`config.mk`:
```
export PLATFORM = sky130hd
export DESIGN_NAME = fpga_gpio_debounce
export DESIGN_NICKNAME = d
export VERILOG_FILES = /design/src/rtl/fpga_gpio_debounce.sv
export SDC_FILE = /design/constraint.sdc
export NUM_CORES = 1
export LEC_CHECK = 0
export BUFFER_PORTS_ARGS = -buffer_cell sky130_fd_sc_hd__buf_2
export CAP_MARGIN = 10
export CORE_AREA = 2 2 74 76
export CTS_BUF_LIST = sky130_fd_sc_hd__clkbuf_4
export DETAILED_ROUTE_END_ITERATION = 10
export DIE_AREA = 0 0 76 78
export GPL_TIMING_DRIVEN = 0
export PLACE_DENSITY = 0.6
export SYNTH_ARGS = -nofsm -noshare
export SYNTH_HDL_FRONTEND = slang
export SYNTH_SLANG_ARGS = --single-unit
export TNS_END_PERCENT = 100
```
`constraint.sdc`:
```
create_clock -name clk_i -period 4.7 [get_ports clk_i]
set_input_delay 1.175 -clock clk_i [delete_from_list [all_inputs] [get_ports clk_i]]
set_output_delay 1.175 -clock clk_i [all_outputs]
set_load 0.02 [all_outputs]
```
`src/rtl/fpga_gpio_debounce.sv`:
```
// Per-bit GPIO input conditioner: synchroniser, prescaled stability filter, rise/fall pulses.
// Define FPGA_GPIO_DEBOUNCE_BYPASS_EN to drop the filter and forward the synchronised level directly.
module fpga_gpio_debounce #(
    parameter int                   NumInputs      = 4,
    parameter int                   SyncStages     = 2,
    parameter int                   PrescaleCycles = 1000,
    parameter int                   DebounceTicks  = 20,
    parameter logic [NumInputs-1:0] ResetValue     = '0
) (
    input  logic                 clk_i,
    input  logic                 rst_ni,
    input  logic [NumInputs-1:0] gpio_async_i,
    output logic [NumInputs-1:0] gpio_o,
    output logic [NumInputs-1:0] rise_o,
    output logic [NumInputs-1:0] fall_o
);

    logic [NumInputs-1:0] sync_reg [SyncStages];
    logic [NumInputs-1:0] sync;
    logic [NumInputs-1:0] gpio_reg;
    logic [NumInputs-1:0] rise_reg;
    logic [NumInputs-1:0] fall_reg;

    always_ff @(posedge clk_i or negedge rst_ni) begin
        if (!rst_ni) begin
            for (int s = 0; s < SyncStages; s++) begin
                sync_reg[s] <= ResetValue;
            end
        end else begin
            sync_reg[0] <= gpio_async_i;
            for (int s = 1; s < SyncStages; s++) begin
                sync_reg[s] <= sync_reg[s-1];
            end
        end
    end

    assign sync   = sync_reg[SyncStages-1];
    assign gpio_o = gpio_reg;
    assign rise_o = rise_reg;
    assign fall_o = fall_reg;

`ifdef FPGA_GPIO_DEBOUNCE_BYPASS_EN

    always_ff @(posedge clk_i or negedge rst_ni) begin
        if (!rst_ni) begin
            gpio_reg <= ResetValue;
            rise_reg <= '0;
            fall_reg <= '0;
        end else begin
            gpio_reg <= sync;
            rise_reg <= sync & ~gpio_reg;
            fall_reg <= ~sync & gpio_reg;
        end
    end

`else

    localparam int PsWidth  = (PrescaleCycles > 1) ? $clog2(PrescaleCycles) : 1;
    localparam int CntWidth = $clog2(DebounceTicks + 1);
    localparam logic [PsWidth-1:0]  PsLast  = PsWidth'(PrescaleCycles - 1);
    localparam logic [CntWidth-1:0] CntLast = CntWidth'(DebounceTicks - 1);

    logic [PsWidth-1:0]   ps_reg;
    logic                 tick;
    logic [CntWidth-1:0]  cnt_reg  [NumInputs];
    logic [CntWidth-1:0]  cnt_next [NumInputs];
    logic [NumInputs-1:0] gpio_next;
    logic [NumInputs-1:0] rise_next;
    logic [NumInputs-1:0] fall_next;

    // Shared free-running prescaler; with a single-cycle period it ticks every cycle.
    assign tick = (ps_reg == PsLast);

    always_ff @(posedge clk_i or negedge rst_ni) begin
        if (!rst_ni) begin
            ps_reg <= '0;
        end else if (tick) begin
            ps_reg <= '0;
        end else begin
            ps_reg <= ps_reg + PsWidth'(1);
        end
    end

    // Any cycle where the input agrees with the stable level restarts the count.
    always_comb begin
        gpio_next = gpio_reg;
        rise_next = '0;
        fall_next = '0;
        for (int i = 0; i < NumInputs; i++) begin
            cnt_next[i] = cnt_reg[i];
            if (sync[i] == gpio_reg[i]) begin
                cnt_next[i] = '0;
            end else if (tick && (cnt_reg[i] == CntLast)) begin
                gpio_next[i] = sync[i];
                cnt_next[i]  = '0;
                rise_next[i] = sync[i];
                fall_next[i] = ~sync[i];
            end else if (tick) begin
                cnt_next[i] = cnt_reg[i] + CntWidth'(1);
            end
        end
    end

    always_ff @(posedge clk_i or negedge rst_ni) begin
        if (!rst_ni) begin
            gpio_reg <= ResetValue;
            rise_reg <= '0;
            fall_reg <= '0;
            for (int i = 0; i < NumInputs; i++) begin
                cnt_reg[i] <= '0;
            end
        end else begin
            gpio_reg <= gpio_next;
            rise_reg <= rise_next;
            fall_reg <= fall_next;
            for (int i = 0; i < NumInputs; i++) begin
                cnt_reg[i] <= cnt_next[i];
            end
        end
    end

`endif

endmodule

```
**Word level (Yosys, flattened, before mapping)**

Index checks and enable logic that the tools add are counted.

- Register bits after elaboration: 50
- Bits in latches: 0
- Memory bits (writable): 0
- Bits in read-only memories: 0
- Output and inout bits: 12
- Word-level logic and storage cells: 76
- Memories kept: 0

- $add $sub $neg: 5
- Multipliers: 0
- Div/mod/pow operators: 0
- $lt $le $gt $ge: 0
- Equal/unequal tests: 9
- Shifts and indexed selects: 0
- Multiplexer cells: 29
- Bitwise logic cells: 8
- Reductions and logical operators: 12

Operators with widths:

| cell | count |
|---|---|
| $mux 5 | 12 |
| $add 5x1->5 const B | 4 |
| $eq 5x5->1 const B | 4 |
| $mux 1 | 16 |
| $reduce_bool 3->1 | 4 |
| $add 10x1->10 const B | 1 |
| $eq 10x10->1 const B | 1 |
| $mux 10 | 1 |
| $not 1->1 | 8 |
| $reduce_and 2->1 | 4 |
| $eq 1x1->1 | 4 |
| $logic_and 1x1->1 | 4 |

**Depth between registers and ports, before layout**

Gate-level depths: netlist (run 1).

- Depth after elaboration: 4
- Mapped depth: 6

**Worst setup path before layout (run 1)**

No wires, ideal clock.

- Path kind: reg2out
- Start: register gpio_reg[0] (netlist: gpio_o[0])
- End: output gpio_o[0]
- Arrival time: 470 ps
- Data required time: 3,525 ps
- Slack: 3,055 ps
- Cell stages (with the launch flop): 1
- Buffers on the path: 0
- Cells stage by stage: dfrtp_1

RTL lines:

| element | RTL line | text |
|---|---|---|
| from (decl) | 20 | `logic [NumInputs-1:0] gpio_reg;` |
| from (signal assigned) | 106 | `gpio_reg <= ResetValue;` |
| from (signal assigned) | 113 | `gpio_reg <= gpio_next;` |
| to (decl) | 13 | `output logic [NumInputs-1:0] gpio_o,` |

No word-level cell between the ends.

**Worst setup path after layout (run 1)**

- Start: register gpio_reg[0] (netlist: gpio_o[0])
- End: output gpio_o[0]

No word-level cell between the ends.

==> impl_metrics.py, run 1 <==
metrics = {
    "timing": {
        "tns_ps": 0,
        "drv_slew": 0,
        "hold_viol": 0,
        "period_share": 0.4621,
        "hold_slack_ps": 370.1,
        "rsz0062_at_grt": "false",
        "timing.fmax_ghz": 0.4605,
        "min_period_ps": 2172,
        "setup_violations": 0,
        "slew_headroom": 0.6908,
        "fin_skew_ps": 11.55,
        "tightest_slew_ps": 460.5,
    },
    "grt": {
        "grt_pass1_vias": 1524,
        "grt_pass1_wl_um": 7148,
        "grt_usage": 0.1516,
        "antenna_found_initial": 0,
        "grt_max_degree": 51,
        "grt.overflow.total": 0,
    },
    "final_layout": {
        "seqCellArea_um2": 1251,
        "antenna_cells": 0,
        "drive_gt1_frac": 0.1806,
        "multiInputGateArea_um2": 955.9,
        "nFillCells": 481,
        "layout.nets": 237,
        "syn2layout_area_growth_pct": 11.16,
        "largest_reg_flops": 20,
        "post-route-util": 0.4943,
        "finalNonFillerCells": 297,
    },
    "die": {
        "die_w_um": 76,
        "fp.dieArea_um2": 5928,
        "start_util": 0.4447,
        "fp.dieH_um": 78,
        "rows": 26,
        "ios": 18,
        "coreArea_um2": 5042,
    },
    "worst_setup_path": {
        "reg2regPathDepth": 6,
        "worstSetupStartpointType": "flip-flop",
        "timing.rr.end": "cnt_reg[11]$_DFFE_PN0P_",
        "timing.critical_path.buf_inv": 1,
        "end_kind": "primary output",
        "path_max_fanout": 5,
        "crit_arrival_ps": 1000,
        "rrSetupSlack_ps": 2760,
        "required_ps": 3520,
        "cpPeakStageDelay_ps": 440,
        "reg2reg_from": "ps_reg[0]$_DFF_PN0_",
        "cp.depth": 1,
        "worstSetupPathType": "reg2out",
        "cpLargestDelayFamily": "flip-flops",
        "slowest_stage": "dfrtp_1",
        "path_cells": "buf_2",
    },
    "synth": {
        "muxShareOfSynthArea": 0.03795,
        "yosysMostFrequentCell": "dfrtp_1",
        "synth_top_cell_area_share": 0.5580,
        "synth-compound-area-share": 0.05357,
        "yosys.area_share.simple": 0.2483,
        "synth-seq-cells": 50,
        "synthTopCellsByArea": "dfrtp_1, nand2_1, a21oi_1",
        "synth_fp_nets": 212,
        "synth.largest_area_cell": "dfrtp_1",
        "synthAdderAreaFrac": 0.02790,
        "async_reset_ff_frac": 1.000,
        "ys.flop_type": "dfrtp_1",
        "synth.distinct_cells": 34,
        "synth-xor-area-share": 0.05859,
        "syn_area_per_cell_um2": 11.15,
        "yosysWarnings": 0,
        "synthTopCellsByCount": "dfrtp_1, nand2_1, a21oi_1, nor2_1, nand3_1",
        "postSynthCellCount": 201,
        "synth_edf_count": 0,
        "netlist_area_um2": 2242,
        "synth_top_family_by_area": "simple AND/OR/NAND/NOR gates",
        "ys_seq_area_frac": 0.5580,
    },
    "routing": {
        "routed-via-count": 1532,
        "ant_nets": 0,
        "first_pass_iters": 4,
        "via_per_inst": 5.158,
        "drt_iter0_drc": 43,
        "drt_wl_total_um": 4006,
        "wl_per_cell_um": 13.49,
        "drc_errors": 0,
    },
    "clock_network": {
        "cts_buffers": 5,
        "clockBufferDepth": 2,
        "cts_tree": "yes",
        "ctsHoldBuffers": 0,
        "cts-resized-gates": 0,
        "postCtsSetupBuffers": 0,
        "clk_pin_slew_ps": 150,
        "htree_levels": 2,
        "cts-root-buf": "clkbuf_4",
        "worstSkewPairLatency_ps": 370,
        "cts_sinks": 50,
    },
    "place": {
        "routabilityCongestion": 0.7871,
        "dp_hpwl_um": 2674,
        "io_buffers": 17,
        "dpl.cell_count": 288,
    },
    "power_and_ir_drop": {
        "p_total_uw": 649.9,
        "p_per_area_nw_per_um2": 260.8,
        "leakage_uw": 0.001098,
        "ir_drop_mv": 0.1558,
    },
    "flow_run": {
        "max_cap_violations": 0,
    },
    "min_path": {
        "min_from": "sync_reg[7]$_DFF_PN0_",
        "hp-class": "reg2reg",
        "holdPathEnd": "sync[3]$_DFF_PN0_",
        "min_path_cells": 0,
    },
    "status": {
        "outcome": "finished, final reports clean",
    },
}
[layer usage]
layer / vias to the layer above / track usage / wire length (um)
met5: - / 0 / 0
met4: 0 / 0.06000 / 68
met3: 7 / 0.03488 / 144
met2: 24 / 0.2420 / 1852
met1: 737 / 0.2017 / 1941
li1: 764 / - / -
[cells by family after synthesis]
family | count (synthesis)
AO/OA/AOI/OAI | 22
XOR/XNOR | 15
adder cells (fa/ha/maj) | 5
buffers and inverters | 6
flip-flops | 50
multiplexers | 8
AND/OR/NAND/NOR | 95
[area by class of cell]
class | count | share of cell area
Buffer | 3 | 0.009538
Clock buffer | 5 | 0.01506
Clock inverter | 3 | 0.008032
Inverter | 3 | 0.004518
Multi-Input combinational cell | 145 | 0.3835
Sequential cell | 50 | 0.5020
Tap cell | 70 | 0.03514
Timing Repair Buffer | 18 | 0.04217
[worst register-to-register path, cell delays in order, from the launching register on]
cell and delay (ps):
dfrtp_1 390, ha_1 280, nand4bb_4 220, nor3_4 410
buf_2 320, nand3b_1 100, a21oi_1 170
[where the power goes]
group	switching, uW	internal [uW]
registers	2.39	434
clock network	139	58.7
logic	11.2	4.74
total	153	497
[through the flow]
step | setup WS (ps) | area (um^2)
after floorplan | 3055 | 2242
after global placement | 2513 | 2415
after detailed placement | 2507 | 2415
after CTS | 2494 | 2472
after global routing | 2446 | 2492
final | 2528 | 2492
[worst max-delay path by stage]
stage | from | to | slack (ps)
2_1_floorplan | gpio_o[0]$_DFFE_PN0P_ | gpio_o[0] | 3050
3_3_place_gp | rst_ni | sync_reg[7]$_DFF_PN0_ | 2510
3_5_place_dp | rst_ni | sync_reg[7]$_DFF_PN0_ | 2510
4_1_cts | gpio_o[0]$_DFFE_PN0P_ | gpio_o[0] | 2490
5_1_grt | gpio_o[0]$_DFFE_PN0P_ | gpio_o[0] | 2450
6_report | gpio_o[0]$_DFFE_PN0P_ | gpio_o[0] | 2530
[cells in the final DEF (no fill, tap or decap), types with 5 or more instances in the layout]
| master | n |
|---|---|
| nor2_1 | 16 |
| nand2_1 | 24 |
| dfrtp_1 | 50 |
| nor3b_1 | 8 |
| nand3_1 | 13 |
| a21oi_1 | 16 |
| clkbuf_4 | 6 |
| ha_1 | 5 |
| xor2_1 | 6 |
| xnor2_1 | 9 |
| nand4_1 | 6 |
| buf_2 | 18 |
Power figures use the tool's default switching activity.
==> run 2, diff against run 1 <==
PLACE_DENSITY = 0.63   (was 0.6)
clock period = 1.9 ns   (was 4.7 ns; I/O delays follow)
==> impl_metrics.py, run 2 (synthesized netlist as in run 1, its figures left out) <==
metrics = {
    "routing": {
        "drt_wl_total_um": 3816,
        "first_pass_iters": 4,
        "drt_iter0_drc": 54,
        "drc_errors": 0,
        "via_per_inst": 5.057,
        "routed-via-count": 1517,
        "wl_per_cell_um": 12.72,
        "ant_nets": 0,
    },
    "min_path": {
        "hp-class": "in2async",
    },
    "clock_network": {
        "ctsHoldBuffers": 0,
        "cts-resized-gates": 0,
        "clk_pin_slew_ps": 130,
        "worstSkewPairLatency_ps": 350,
        "cts_tree": "yes",
        "cts_sinks": 50,
        "htree_levels": 2,
        "cts-root-buf": "clkbuf_4",
        "cts_buffers": 5,
        "clockBufferDepth": 2,
    },
    "timing": {
        "rsz0062_at_grt": "false",
        "slew_headroom": 0.6508,
        "timing.fmax_ghz": 0.5588,
        "hold_slack_ps": 80.65,
        "period_share": 0.9418,
        "fin_skew_ps": 5.973,
        "tightest_slew_ps": 523.8,
        "setup_violations": 0,
        "min_period_ps": 1789,
        "hold_viol": 0,
        "tns_ps": 0,
        "drv_slew": 0,
    },
    "place": {
        "dp_hpwl_um": 2572,
        "place_area_um2": 2415,
        "routabilityCongestion": 0.7544,
        "io_buffers": 17,
    },
    "grt": {
        "grt_pass1_vias": 1478,
        "grt_max_degree": 51,
        "grt_usage": 0.1430,
        "grt_pass1_wl_um": 6658,
        "antenna_found_initial": 0,
        "grt.overflow.total": 0,
    },
    "worst_setup_path": {
        "timing.rr.end": "cnt_reg[15]$_DFFE_PN0P_",
        "required_ps": 2190,
        "path_max_fanout": 10,
        "reg2reg_from": "ps_reg[0]$_DFF_PN0_",
        "worstSetupStartpointType": "flip-flop",
        "reg2regPathDepth": 6,
        "end_kind": "flip-flop",
        "rrSetupSlack_ps": 110,
        "endpoint": "cnt_reg[15]$_DFFE_PN0P_",
        "crit_arrival_ps": 2080,
        "worstSetupPathType": "reg2reg",
        "crit_start": "ps_reg[0]$_DFF_PN0_",
    },
    "final_layout": {
        "syn2layout_area_growth_pct": 12.00,
        "final_common_cell": "dfrtp_1",
        "antenna_cells": 0,
        "layout.nets": 240,
        "nFillCells": 475,
        "final_cell_mix": "dfrtp_1, nand2_1, buf_2",
        "drive_gt1_frac": 0.1913,
        "final_area_um2": 2511,
        "largest_reg_flops": 20,
    },
    "die": {
        "ios": 18,
        "coreArea_um2": 5042,
        "fp.dieArea_um2": 5928,
        "rows": 26,
        "die_w_um": 76,
        "start_util": 0.4447,
        "fp.dieH_um": 78,
    },
    "power_and_ir_drop": {
        "ir_drop_mv": 0.4171,
        "p_total_uw": 1570,
        "leakage_uw": 0.001118,
        "p_per_area_nw_per_um2": 625.3,
    },
    "flow_run": {
        "max_cap_violations": 0,
    },
    "status": {
        "outcome": "finished, final reports clean",
    },
}
run 2: power by group:
group | leakage (uW) | internal (uW) | total (uW) | switching (uW)
sequential | 0.000666 | 1070 | 1080 | 5.60
combinational | 0.000419 | 11.7 | 39.2 | 27.6
clock | 0.0000331 | 154 | 453 | 299
run 2: worst min path at each step:
| stage | from | end | depth (start not counted) |
|---|---|---|---|
| detailed placement | sync_reg[4]$_DFF_PN0_ | sync[0]$_DFF_PN0_ | 0 |
| global placement | sync_reg[6]$_DFF_PN0_ | sync[2]$_DFF_PN0_ | 0 |
| CTS | gpio_async_i[1] | sync_reg[5]$_DFF_PN0_ | 1 |
| finish | rst_ni | ps_reg[4]$_DFF_PN0_ | 1 |
| global route | rst_ni | cnt_reg[16]$_DFFE_PN0P_ | 1 |
| floorplan | rst_ni | cnt_reg[0]$_DFFE_PN0P_ | 0 |
run 2: final cells by class:
type                    instances  area [um^2]  area share
plain buffers                   3        23.77    0.009467
clock buffers                   6        45.04     0.01794
clock inverters                 2        8.758    0.003488
inverters                       3        11.26    0.004484
multi-input cells             145        955.9      0.3807
flip-flops and latches         50         1251      0.4983
well taps                      70        87.58     0.03488
repair buffers                 21        127.6     0.05082
run 2: per-stage QoR:
stage / instances / utilization / setup WS [ps]
2_1_floorplan: 201 / - / 292.2
5_1_grt: 300 / 0.4980 / 21.87
3_5_place_dp: 288 / 0.4789 / 10.88
6_report: 300 / 0.4980 / 110.6
3_3_place_gp: 288 / 0.4789 / 2.232
4_1_cts: 296 / 0.4896 / 14.90
run 2: timing repair:
| item | in CTS | in global routing |
|---|---|---|
| pin swaps | 1 | 1 |
| setup endpoints to repair | 2 | 5 |
| buffers inserted | 0 | 3 |
run 2: critical path, cell delays in order (launching register included):
cell,delay [ps]
dfrtp_1,390
ha_1,280
and4bb_4,330
nand3_4,110
buf_6,160
or3_1,340
a21oi_1,120
run 2: layer usage:
| metal | track usage | vias up | share of wire |
|---|---|---|---|
| li1 | - | 767 | - |
| met1 | 0.1786 | 730 | 0.49 |
| met2 | 0.2420 | 13 | 0.47 |
| met3 | 0.03488 | 7 | 0.022 |
| met4 | 0.05455 | 0 | 0.018 |
| met5 | 0 | - | 0 |
==> run 3, diff against run 2 <==
BUFFER_PORTS_ARGS = -buffer_cell sky130_fd_sc_hd__buf_4   (was -buffer_cell sky130_fd_sc_hd__buf_2)
==> impl_metrics.py, run 3 (synthesized netlist as in run 1, its figures left out) <==
metrics = {
    "status": {
        "outcome": "finished, final reports clean",
    },
    "clock_network": {
        "cts_sinks": 50,
        "clk_pin_slew_ps": 130,
        "clockBufferDepth": 2,
        "ctsHoldBuffers": 0,
        "cts_tree": "yes",
        "cts_buffers": 5,
        "cts-root-buf": "clkbuf_4",
        "htree_levels": 2,
        "worstSkewPairLatency_ps": 350,
    },
    "grt": {
        "grt.overflow.total": 0,
        "antenna_found_initial": 0,
        "grt_max_degree": 51,
        "grt_pass1_wl_um": 6610,
        "grt_pass1_vias": 1457,
        "grt_usage": 0.1393,
    },
    "routing": {
        "drt_iter0_drc": 75,
        "via_per_inst": 5.140,
        "routed-via-count": 1537,
        "wl_per_cell_um": 12.84,
        "ant_nets": 0,
        "drc_errors": 0,
        "first_pass_iters": 4,
        "drt_wl_total_um": 3838,
    },
    "flow_run": {
        "max_cap_violations": 0,
    },
    "die": {
        "die_w_um": 76,
        "coreArea_um2": 5042,
        "ios": 18,
        "start_util": 0.4447,
        "fp.dieH_um": 78,
        "fp.dieArea_um2": 5928,
        "rows": 26,
    },
    "worst_setup_path": {
        "worstSetupStartpointType": "flip-flop",
        "worstSetupPathType": "reg2reg",
        "rrSetupSlack_ps": 160,
        "cpPeakStageDelay_ps": 400,
        "path_max_fanout": 10,
        "crit_arrival_ps": 2030,
        "slowest_stage": "dfrtp_1",
        "cpLargestDelayFamily": "simple AND/OR/NAND/NOR gates",
        "timing.critical_path.buf_inv": 1,
        "end_kind": "flip-flop",
        "required_ps": 2190,
        "path_cells": "ha_2 > and4bb_4 > nand3_4 > buf_6 > or3_1 > a21oi_1",
    },
    "power_and_ir_drop": {
        "p_per_area_nw_per_um2": 623.2,
        "ir_drop_mv": 0.4368,
        "leakage_uw": 0.001110,
    },
    "timing": {
        "timing.fmax_ghz": 0.5742,
        "tightest_slew_ps": 622.5,
        "min_period_ps": 1742,
        "slew_headroom": 0.5850,
        "fin_ws_ps": 158.3,
        "setup_violations": 0,
        "fin_skew_ps": 9.135,
        "rsz0062_at_grt": "false",
        "hold_viol": 0,
        "drv_slew": 0,
        "period_share": 0.9167,
    },
    "final_layout": {
        "syn2layout_area_growth_pct": 13.11,
        "antenna_cells": 0,
        "drive_gt1_frac": 0.1921,
        "largest_reg_flops": 20,
        "final_common_cell": "dfrtp_1",
        "final_cell_mix": "dfrtp_1, nand2_1, buf_4",
        "layout.nets": 239,
        "nFillCells": 468,
        "final_area_um2": 2536,
    },
    "place": {
        "place_area_um2": 2457,
        "io_buffers": 17,
        "pre_cts_ws_ps": -7.313,
        "dp_hpwl_um": 2549,
        "routabilityCongestion": 0.7716,
    },
    "min_path": {
        "hp-class": "in2async",
    },
}
==> run 3: cell count changes in the layout (fill, tap and decap cells not counted), sizes merged <==
cell	delta
buf	-1
==> run 3: worst paths after layout <==
path,to,startpoint,depth (start not counted)
max in group asynchronous,ps_reg[7]$_DFF_PN0_,rst_ni,1
worst min-delay path,rise_o[2]$_DFF_PN0_,rst_ni,1
worst max register to register,cnt_reg[15]$_DFFE_PN0P_,ps_reg[0]$_DFF_PN0_,6
worst max-delay path,cnt_reg[15]$_DFFE_PN0P_,ps_reg[0]$_DFF_PN0_,6
worst min register to register,sync[3]$_DFF_PN0_,sync_reg[7]$_DFF_PN0_,0
min in group clk_i,sync_reg[5]$_DFF_PN0_,gpio_async_i[1],1
==> run 3: report_power, final <==
part / total (uW) / internal (uW) / switching [uW]
Sequential: 1080 / 1070 / 5.40
Clock: 465 / 154 / 311
Combinational: 37.4 / 10.5 / 26.9
==> run 3: cell type report <==
cell class	instances	area [um^2]	area share
inverters	3	11.26	0.004440
clock buffers	6	45.04	0.01776
clock inverters	2	8.758	0.003453
plain buffers	3	23.77	0.009373
repair buffers	20	150.1	0.05920
well taps	70	87.58	0.03453
flip-flops and latches	50	1251	0.4933
multi-input cells	145	958.4	0.3779
==> run 3: routing by layer <==
layer  wire length [um]  GRT usage  up-vias
li1                   -          -      766
met1               1926     0.1839      750
met2               1760     0.2304       15
met3                 95    0.03140        6
met4                 55    0.04364        0
met5                  0          0        -
==> run 3: repair_timing <==
item                                    CTS  global route
endpoints found under the setup margin    3             6
gates resized for setup                   0             1
cloned                                    0             0
pin swaps                                 1             1
setup buffers                             0             3
==> run 3: through the flow <==
step / power [uW] / hold WS, ps / TNS [ps] / std cells / utilization
after floorplan: 1106 / 179.4 / 0 / 201 / -
after global placement: 1138 / 335.1 / 0 / 288 / 0.4873
after detailed placement: 1139 / 338.1 / -8.643 / 288 / 0.4873
after CTS: 1605 / 140.5 / 0 / 296 / 0.4980
after global routing: 1661 / 166.5 / 0 / 299 / 0.5030
final: 1581 / 110.9 / 0 / 299 / 0.5030
